`config.mk`:
```
export PLATFORM = sky130hd
export DESIGN_NAME = flp_accum_seq_flat
export DESIGN_NICKNAME = d
export VERILOG_FILES = /design/src/rtl/flp_accum_seq_if.sv /design/src/rtl/flp_accum_seq.sv /design/src/flat_wrapper.sv
export SDC_FILE = /design/constraint.sdc
export NUM_CORES = 1
export LEC_CHECK = 0
export ABC_AREA = 1
export CORE_ASPECT_RATIO = 2
export CORE_MARGIN = 2
export CORE_UTILIZATION = 43
export DETAILED_ROUTE_END_ITERATION = 8
export GPL_TIMING_DRIVEN = 0
export PLACE_DENSITY = 0.83
export SYNTH_ARGS = -nofsm -noshare
export SYNTH_HDL_FRONTEND = slang
export SYNTH_SLANG_ARGS = --single-unit
```
`constraint.sdc`:
```
create_clock -name clk -period 1.7 [get_ports clk]
set_input_delay 0.34 -clock clk [delete_from_list [all_inputs] [get_ports clk]]
set_output_delay 0.34 -clock clk [all_outputs]
set_load 0.05 [all_outputs]
```
`src/rtl/flp_accum_seq_if.sv`:
```
`default_nettype none
// ============================================================================
// Module      : flp_accum_seq_if
// Description : Bundle of term-stream, control/status and shared FLP adder
//               operand/result signals for the accumulation sequencer.
//               The slave modport is the sequencer's view; the master modport
//               is the surrounding environment (term source + adder).
// Revision    : 1.0 - initial release
// ============================================================================
interface flp_accum_seq_if #(
    parameter int EXP_WIDTH  = 9,
    parameter int MANT_WIDTH = 8,
    parameter int CNT_WIDTH  = 4
);
    // Control / status
    logic                  start;
    logic [CNT_WIDTH-1:0]  num_terms;
    logic                  busy;
    logic                  done;
    logic [EXP_WIDTH-1:0]  acc_exp;
    logic [MANT_WIDTH-1:0] acc_mant;

    // Term stream
    logic                  in_valid;
    logic                  in_ready;
    logic [EXP_WIDTH-1:0]  in_exp;
    logic [MANT_WIDTH-1:0] in_mant;

    // Shared adder operands and result
    logic [EXP_WIDTH-1:0]  add_exp1;
    logic [MANT_WIDTH-1:0] add_mant1;
    logic [EXP_WIDTH-1:0]  add_exp2;
    logic [MANT_WIDTH-1:0] add_mant2;
    logic [EXP_WIDTH-1:0]  add_exp;
    logic [MANT_WIDTH-1:0] add_mant;

    modport master (
        output start, num_terms, in_valid, in_exp, in_mant, add_exp, add_mant,
        input  busy, done, acc_exp, acc_mant, in_ready,
               add_exp1, add_mant1, add_exp2, add_mant2
    );

    modport slave (
        input  start, num_terms, in_valid, in_exp, in_mant, add_exp, add_mant,
        output busy, done, acc_exp, acc_mant, in_ready,
               add_exp1, add_mant1, add_exp2, add_mant2
    );
endinterface
`default_nettype wire

```
`src/rtl/flp_accum_seq.sv`:
```
`default_nettype none
// ============================================================================
// Module      : flp_accum_seq
// Description : Sequencer accumulating a stream of floating-point terms into a
//               running sum using a shared external FLP adder with fixed
//               latency ADD_LAT. The first term seeds the accumulator directly;
//               each later term is held and added over ADD_LAT cycles.
// Revision    : 1.0 - initial release
// ============================================================================
module flp_accum_seq #(
    parameter int EXP_WIDTH  = 9,
    parameter int MANT_WIDTH = 8,
    parameter int CNT_WIDTH  = 4,
    parameter int ADD_LAT    = 2
) (
    input  wire logic       clk,
    input  wire logic       rst,
    flp_accum_seq_if.slave  bus
);

    // Latency counter counts 0 .. ADD_LAT-1 inside the ADD state.
    localparam int c_LAT_W = (ADD_LAT > 1) ? $clog2(ADD_LAT) : 1;
    localparam logic [c_LAT_W-1:0] c_LAT_LAST = c_LAT_W'(ADD_LAT - 1);
    localparam logic [c_LAT_W-1:0] c_LAT_ONE  = c_LAT_W'(1);
    localparam logic [CNT_WIDTH-1:0] c_CNT_ONE = CNT_WIDTH'(1);

    localparam logic [2:0] c_S_IDLE      = 3'd0;
    localparam logic [2:0] c_S_FIRST     = 3'd1;
    localparam logic [2:0] c_S_WAIT_TERM = 3'd2;
    localparam logic [2:0] c_S_ADD       = 3'd3;
    localparam logic [2:0] c_S_DONE      = 3'd4;

    logic [2:0]            r_state;
    logic [2:0]            w_next_state;
    logic [CNT_WIDTH-1:0]  r_remaining;
    logic [c_LAT_W-1:0]    r_lat_cnt;
    logic [EXP_WIDTH-1:0]  r_acc_exp;
    logic [MANT_WIDTH-1:0] r_acc_mant;
    logic [EXP_WIDTH-1:0]  r_hold_exp;
    logic [MANT_WIDTH-1:0] r_hold_mant;

    logic                  w_in_ready;
    logic                  w_busy;
    logic                  w_done;
    logic                  w_accept;
    logic                  w_add_last;
    logic                  w_last_term;

    // Handshake and end-of-add qualifiers; in_ready is a pure state decode,
    // so in_valid only reaches registers, never in_ready.
    assign w_accept    = bus.in_valid & w_in_ready;
    assign w_add_last  = (r_state == c_S_ADD) && (r_lat_cnt == c_LAT_LAST);
    assign w_last_term = (r_remaining == c_CNT_ONE);

    // State register.
    always_ff @(posedge clk) begin
        if (rst) begin
            r_state <= c_S_IDLE;
        end else begin
            r_state <= w_next_state;
        end
    end

    // Next-state and state-decoded outputs.
    always_comb begin
        w_next_state = r_state;
        w_in_ready   = 1'b0;
        w_busy       = 1'b1;
        w_done       = 1'b0;
        case (r_state)
            c_S_IDLE: begin
                w_busy = 1'b0;
                if (bus.start) begin
                    w_next_state = (bus.num_terms == '0) ? c_S_DONE : c_S_FIRST;
                end
            end
            c_S_FIRST: begin
                w_in_ready = 1'b1;
                if (bus.in_valid) begin
                    w_next_state = w_last_term ? c_S_DONE : c_S_WAIT_TERM;
                end
            end
            c_S_WAIT_TERM: begin
                w_in_ready = 1'b1;
                if (bus.in_valid) begin
                    w_next_state = c_S_ADD;
                end
            end
            c_S_ADD: begin
                if (w_add_last) begin
                    w_next_state = w_last_term ? c_S_DONE : c_S_WAIT_TERM;
                end
            end
            c_S_DONE: begin
                w_done       = 1'b1;
                w_next_state = c_S_IDLE;
            end
            default: begin
                w_busy       = 1'b0;
                w_next_state = c_S_IDLE;
            end
        endcase
    end

    // Accumulator, held term, term counter and adder latency counter.
    // r_remaining holds the number of terms not yet folded into the sum.
    always_ff @(posedge clk) begin
        if (rst) begin
            r_remaining <= '0;
            r_lat_cnt   <= '0;
            r_acc_exp   <= '0;
            r_acc_mant  <= '0;
            r_hold_exp  <= '0;
            r_hold_mant <= '0;
        end else begin
            case (r_state)
                c_S_IDLE: begin
                    r_lat_cnt <= '0;
                    if (bus.start) begin
                        r_remaining <= bus.num_terms;
                        if (bus.num_terms == '0) begin
                            r_acc_exp  <= '0;
                            r_acc_mant <= '0;
                        end
                    end
                end
                c_S_FIRST: begin
                    if (w_accept) begin
                        r_acc_exp   <= bus.in_exp;
                        r_acc_mant  <= bus.in_mant;
                        r_remaining <= r_remaining - c_CNT_ONE;
                    end
                end
                c_S_WAIT_TERM: begin
                    r_lat_cnt <= '0;
                    if (w_accept) begin
                        r_hold_exp  <= bus.in_exp;
                        r_hold_mant <= bus.in_mant;
                    end
                end
                c_S_ADD: begin
                    if (w_add_last) begin
                        r_acc_exp   <= bus.add_exp;
                        r_acc_mant  <= bus.add_mant;
                        r_remaining <= r_remaining - c_CNT_ONE;
                        r_lat_cnt   <= '0;
                    end else begin
                        r_lat_cnt <= r_lat_cnt + c_LAT_ONE;
                    end
                end
                default: begin
                    r_lat_cnt <= '0;
                end
            endcase
        end
    end

    // Operand ports always mirror the accumulator and held registers.
    assign bus.add_exp1  = r_acc_exp;
    assign bus.add_mant1 = r_acc_mant;
    assign bus.add_exp2  = r_hold_exp;
    assign bus.add_mant2 = r_hold_mant;
    assign bus.acc_exp   = r_acc_exp;
    assign bus.acc_mant  = r_acc_mant;
    assign bus.in_ready  = w_in_ready;
    assign bus.busy      = w_busy;
    assign bus.done      = w_done;

endmodule
`default_nettype wire

```
`src/flat_wrapper.sv`:
```
// flat-port wrapper written by rule: the top's interface ports become plain ports
module flp_accum_seq_flat 
#(
    parameter int EXP_WIDTH  = 9,
    parameter int MANT_WIDTH = 8,
    parameter int CNT_WIDTH  = 4,
    parameter int ADD_LAT    = 2
)
  (clk, rst, bus_start, bus_num_terms, bus_in_valid, bus_in_exp, bus_in_mant, bus_add_exp, bus_add_mant, bus_busy, bus_done, bus_acc_exp, bus_acc_mant, bus_in_ready, bus_add_exp1, bus_add_mant1, bus_add_exp2, bus_add_mant2);
  flp_accum_seq_if #(.EXP_WIDTH(EXP_WIDTH), .MANT_WIDTH(MANT_WIDTH), .CNT_WIDTH(CNT_WIDTH)) bus_i ();
  input  wire logic clk;
  input  wire logic rst;
  input wire logic [$bits(bus_i.start)-1:0] bus_start;
  input wire logic [$bits(bus_i.num_terms)-1:0] bus_num_terms;
  input wire logic [$bits(bus_i.in_valid)-1:0] bus_in_valid;
  input wire logic [$bits(bus_i.in_exp)-1:0] bus_in_exp;
  input wire logic [$bits(bus_i.in_mant)-1:0] bus_in_mant;
  input wire logic [$bits(bus_i.add_exp)-1:0] bus_add_exp;
  input wire logic [$bits(bus_i.add_mant)-1:0] bus_add_mant;
  output wire logic [$bits(bus_i.busy)-1:0] bus_busy;
  output wire logic [$bits(bus_i.done)-1:0] bus_done;
  output wire logic [$bits(bus_i.acc_exp)-1:0] bus_acc_exp;
  output wire logic [$bits(bus_i.acc_mant)-1:0] bus_acc_mant;
  output wire logic [$bits(bus_i.in_ready)-1:0] bus_in_ready;
  output wire logic [$bits(bus_i.add_exp1)-1:0] bus_add_exp1;
  output wire logic [$bits(bus_i.add_mant1)-1:0] bus_add_mant1;
  output wire logic [$bits(bus_i.add_exp2)-1:0] bus_add_exp2;
  output wire logic [$bits(bus_i.add_mant2)-1:0] bus_add_mant2;
  assign bus_i.start = bus_start;
  assign bus_i.num_terms = bus_num_terms;
  assign bus_i.in_valid = bus_in_valid;
  assign bus_i.in_exp = bus_in_exp;
  assign bus_i.in_mant = bus_in_mant;
  assign bus_i.add_exp = bus_add_exp;
  assign bus_i.add_mant = bus_add_mant;
  assign bus_busy = bus_i.busy;
  assign bus_done = bus_i.done;
  assign bus_acc_exp = bus_i.acc_exp;
  assign bus_acc_mant = bus_i.acc_mant;
  assign bus_in_ready = bus_i.in_ready;
  assign bus_add_exp1 = bus_i.add_exp1;
  assign bus_add_mant1 = bus_i.add_mant1;
  assign bus_add_exp2 = bus_i.add_exp2;
  assign bus_add_mant2 = bus_i.add_mant2;
  flp_accum_seq #(.EXP_WIDTH(EXP_WIDTH), .MANT_WIDTH(MANT_WIDTH), .CNT_WIDTH(CNT_WIDTH), .ADD_LAT(ADD_LAT)) u_core (.clk(clk), .rst(rst), .bus(bus_i));
endmodule
```
# Yosys cells after proc, flatten, opt, wreduce, memory -nomap -nowiden
# Index checks and enable logic that the tools add are counted.
# totals
ff_bits	42
latchBits	0
ram_bits	0
mem_bits_ro	0
inputBits	42
out_inout_bits	54
elab_cells	57
mem_count	0
# op_classes
addsub	2
n_mul	0
div	0
n_lt_le_gt_ge	0
eq_ne	11
shifts	0
n_mux	26
bitwise_logic	1
reduce_logical	10
# ops
operator	count
two-way mux 9 bit	4
two-way mux 8 bit	4
case mux 9 bit (3 select lines)	1
case mux 8 bit (3 select lines)	1
two-way mux 3 bit	6
two-way mux 4 bit	3
case mux 3 bit (4 select lines)	1
case mux 4 bit (3 select lines)	1
AND reduction 4 bit	2
equality test 3 x 2 -> 1 bit, second input constant	2
!= test 2 x 1 -> 1 bit, second input constant	3
!= test 2 bit, second input constant	3
AND reduction 5 bit	1
equality test 4 x 1 -> 1 bit, second input constant	1
logical NOT 4 bit	1
two-way mux 1 bit	4
OR reduction 4 bit	1
subtractor 4 x 1 -> 4 bit, second input constant	1
equality test 3 x 1 -> 1 bit, second input constant	1
equality test 3 bit, second input constant	1
logical NOT 3 bit	1
nonzero test 3 bit	1
case mux 1 bit (2 select lines)	1
AND reduction 2 bit	1
other kinds (4)	4

# Longest topological paths before layout
# depth
depth_word	6
mapped_depth	10
depth_no_buf	8

# Least setup slack after synthesis
# No wires, ideal clock.
# synth_path
path_kind	reg-to-output
from	reg u_core.r_state[0]
to	out bus_busy
arrival_ns	2.242
required_ns	1.360
path_slack_ns	-0.882
stages_incl_launch_ff	6
path_buffers	2
path_cell_list	dfxtp_1 > buf_2 > clkbuf_1 > nor3_1 > nor2_1 > nand2_1
# synth_between
elab_chain_len	3
word_cells_on_any_way	6
cone_classes	eq/ne (4); mux (1); reduce/logical (1)
# synth_lines
item	line	source
start, declared	flp_accum_seq.sv:33	logic [2:0] r_state;
start signal, assigned	flp_accum_seq.sv:58	r_state <= c_S_IDLE;
start signal, assigned	flp_accum_seq.sv:60	r_state <= w_next_state;
equality test 3 bit (tied with other cells)	flp_accum_seq.sv:70	case (r_state)
OR reduction 4 bit (no source line) (*)	n/a	
two-way mux 1 bit (*)	flp_accum_seq.sv:70	
end, declared	flat_wrapper.sv:20	output wire logic [$bits(bus_i.busy)-1:0] bus_busy;
# Mark *: on every way between the ends. The rest lies on a longest branch, timed or not.

# Worst setup path in the final report
# Ends and elaborated chain as after synthesis.

==> impl_metrics.ini <==
[timing]
fmax_mhz = 601.9
worst_slew_pin_slew_ps = 524.1
setup_viol = 0
hold_viol = 0
fin_ws_ps = 38.64
clock_skew_ps = 6.251
finalCritPeriodShare_pct = 97.73
slew_headroom_pct = 65.20
fin_crit_ps = 1661
maxSlewViolCount = 0
rsz0062_at_grt = true

[place]
gp_congestion = 0.8464
dpl_worst_slack_ps = -415.3
port_buffers = 95
detailed_place_hpwl_microns = 5281
dp_cells = 509
postPlaceCellArea_sq_um = 3369

[cts]
clk-insertion-delay-late_ps = 290
path_clk_slew_ps = 80
cts_inserted_buffers = 5
holdBufCountCts = 0
cts.sinks = 42
clock_path_buffers = 2
h-tree-depth = 2
clockRootBuffer = clkbuf_8
cts_tree = built

[power_and_ir_drop]
intPower_mw = 3.576
netSwitchingFraction_pct = 54.16
peakVddDrop_uv = 1630
netSwitchingPower_mw = 4.226
p_comb_share_pct = 68.7
power_density_nw_per_um2 = 2240
pwr-share-clk_pct = 10.2
p_leak_nw = 1.812
p_seq_share_pct = 21.0

[floorplan]
io_pins = 96
die_x_microns = 55.88
start_util_pct = 44.64
rows = 37
design.core.area_sq_um = 5185
dieHeight_microns = 107.8
dieArea_sq_um = 6022

[yosys]
synth_top_family_by_area = simple AND/OR/NAND/NOR gates
syn_area_sq_um = 2315
synth_seq_area_share_pct = 36.32
synth_compound_area_share_pct = 11.35
synth_xor_area_share_pct = 0
synth-edff-count = 0
ys_types = 23
synthMuxAreaShare_pct = 0
synth.avg_cell_area_sq_um = 6.502
ys_seq_elements = 42
ys_async_sr_fraction_pct = 0
yosysWarningCount = 0
synth-adder-area-share_pct = 1.081
synth-simple-area-share_pct = 35.51
synthCells = 356
synth-main-ff-cell = dfxtp_1
syn-num-nets = 400

[setup_path]
rrSetupSlack_ps = 120
crit_start = u_core.r_state[0]
endpoint = bus_busy
reg2reg_from = u_core.r_state[0]
rr_endpoint = u_core.bus.acc_exp[7]
worstRegToRegCells = 10
critical_path_class = reg -> out
startpoint_type = flip-flop
crit_fanout = 7
critPathArrivalTime_ps = 1320
required_ps = 1360
endpoint_kind = output port

[detailed_routing]
routed_wl_microns = 6458
antenna_left = 0
wl_per_cell_microns = 12.42
drcViolationCount = 0
dr.pass1.iters = 4
vias = 2502
viasPerCell = 4.812
first_iter_violations = 69

[min_path]
hold_class = in -> reg
worstHoldStart = rst
min_delay_path_depth = 2

[grt]
grt_pass1_wl_microns = 10700
grt-ovfl-total = 0
grt_max_degree = 13
grt_pass1_vias = 2492
grtUsageTotal_pct = 21.93
antenna_found_initial = 0

[final_layout]
nNetsFinal = 506
antenna_cells = 0
drive_above_1_share_pct = 15.37
finish.instance_area_sq_um = 3483
areaGrowthSynthToFinish_pct = 50.49
stdcell_count = 520
mostFrequentLayoutCells = 75 x nand2_1, 61 x nor2_1, 50 x dlygate4sd2_1, 45 x nand3_1, 40 x clkdlybuf4s50_1
final_common_cell = nand2_1

[flow_run]
max_cap_violations = 0

[status]
status = completed
-- metrics by stage --
step / power [mW] / setup TNS (ps) / utilization (%) / hold WS (ps)
3_3_place_gp: 7.171 / -5635 / 64.99 / 468.4
5_1_grt: 8.294 / -1.118 / 67.18 / 471.1
4_1_cts: 7.718 / 0 / 65.81 / 481.4
6_report: 7.802 / 0 / 67.18 / 460.9
2_1_floorplan: 5.690 / 0 / - / 404.2
3_5_place_dp: 7.281 / -6837 / 64.99 / 470.6
-- layer usage --
metal / vias up / track usage [%] / routed length (microns)
met5: - / 0 / 0
met1: 1105 / 21.72 / 2358
met3: 12 / 2.764 / 245
met4: 0 / 10.20 / 143
met2: 74 / 43.54 / 3712
li1: 1311 / - / -
-- power groups by stage --
stage               registers, mW  logic [mW]  clock network, mW
finish                       1.64        5.36              0.796
global route                 1.69        5.77              0.833
detailed placement           1.67        5.62                  0
CTS                          1.64        5.27              0.802
global placement             1.64        5.53                  0
floorplan                    2.61        3.08                  0
-- sequential cells by signal (all words and copies together), names as in the netlist --
| register | flops |
|---|---|
| u_core.bus.acc_exp | 9 |
| u_core.r_state | 3 |
| u_core.bus.add_exp2 | 9 |
| u_core.r_remaining | 4 |
| u_core.r_lat_cnt | 1 |
| u_core.bus.acc_mant | 8 |
| u_core.bus.add_mant2 | 8 |
-- logic make-up after synthesis --
group | count (synthesis)
AOI/OAI and AO/OA | 47
adders and majority gates | 2
buffers and inverters | 71
DFF | 42
and+or+nand+nor | 194
-- worst min-delay path by stage --
stage,to
floorplan,u_core.r_state[2]
global placement,u_core.r_remaining[3]
detailed placement,u_core.r_remaining[1]
CTS,u_core.r_remaining[1]
global route,u_core.r_state[2]
finish,u_core.r_state[2]
-- worst max-delay path, cell delays in order, from the launching register on --
cell and delay (ps):
dfxtp_2 320, buf_6 130, buf_8 130, nor3_4 190
nor2_2 50, nand2_2 70, buf_8 140
-- synthesized netlist by cell type (2+ instances only) --
master,count,share of area (%)
nand3_1,45,9.7
inv_2,2,0.32
inv_1,33,5.4
dfxtp_1,42,36
nor2_1,62,10
clkbuf_1,5,0.81
ha_1,2,1.1
a21oi_1,16,3.5
buf_2,9,1.9
buf_4,18,5.8
nand2_1,77,12
o21ai_0,23,5.0
nor2_4,2,0.97
nand2_2,3,0.81
a21oi_2,7,2.6
nor2_2,3,0.81
-- repair_timing --
item | CTS | global route
resized for setup | 70 | 18
setup buffers | 0 | 4
pin swaps | 0 | 3
setup endpoints to repair | 64 | 29
gates cloned | 0 | 0
-- cell type report --
type,count,area [sq um]
Tap cell,58,72.57
Clock buffer,6,82.58
Sequential cell,42,849.6
Multi-Input combinational cell,243,1139
Timing Repair Buffer,99,920.9
Clock inverter,1,30.03
Buffer,35,250.2
Fill cell,465,1702
Inverter,36,138.9
No activity file was read; power rests on OpenSTA's default activity.
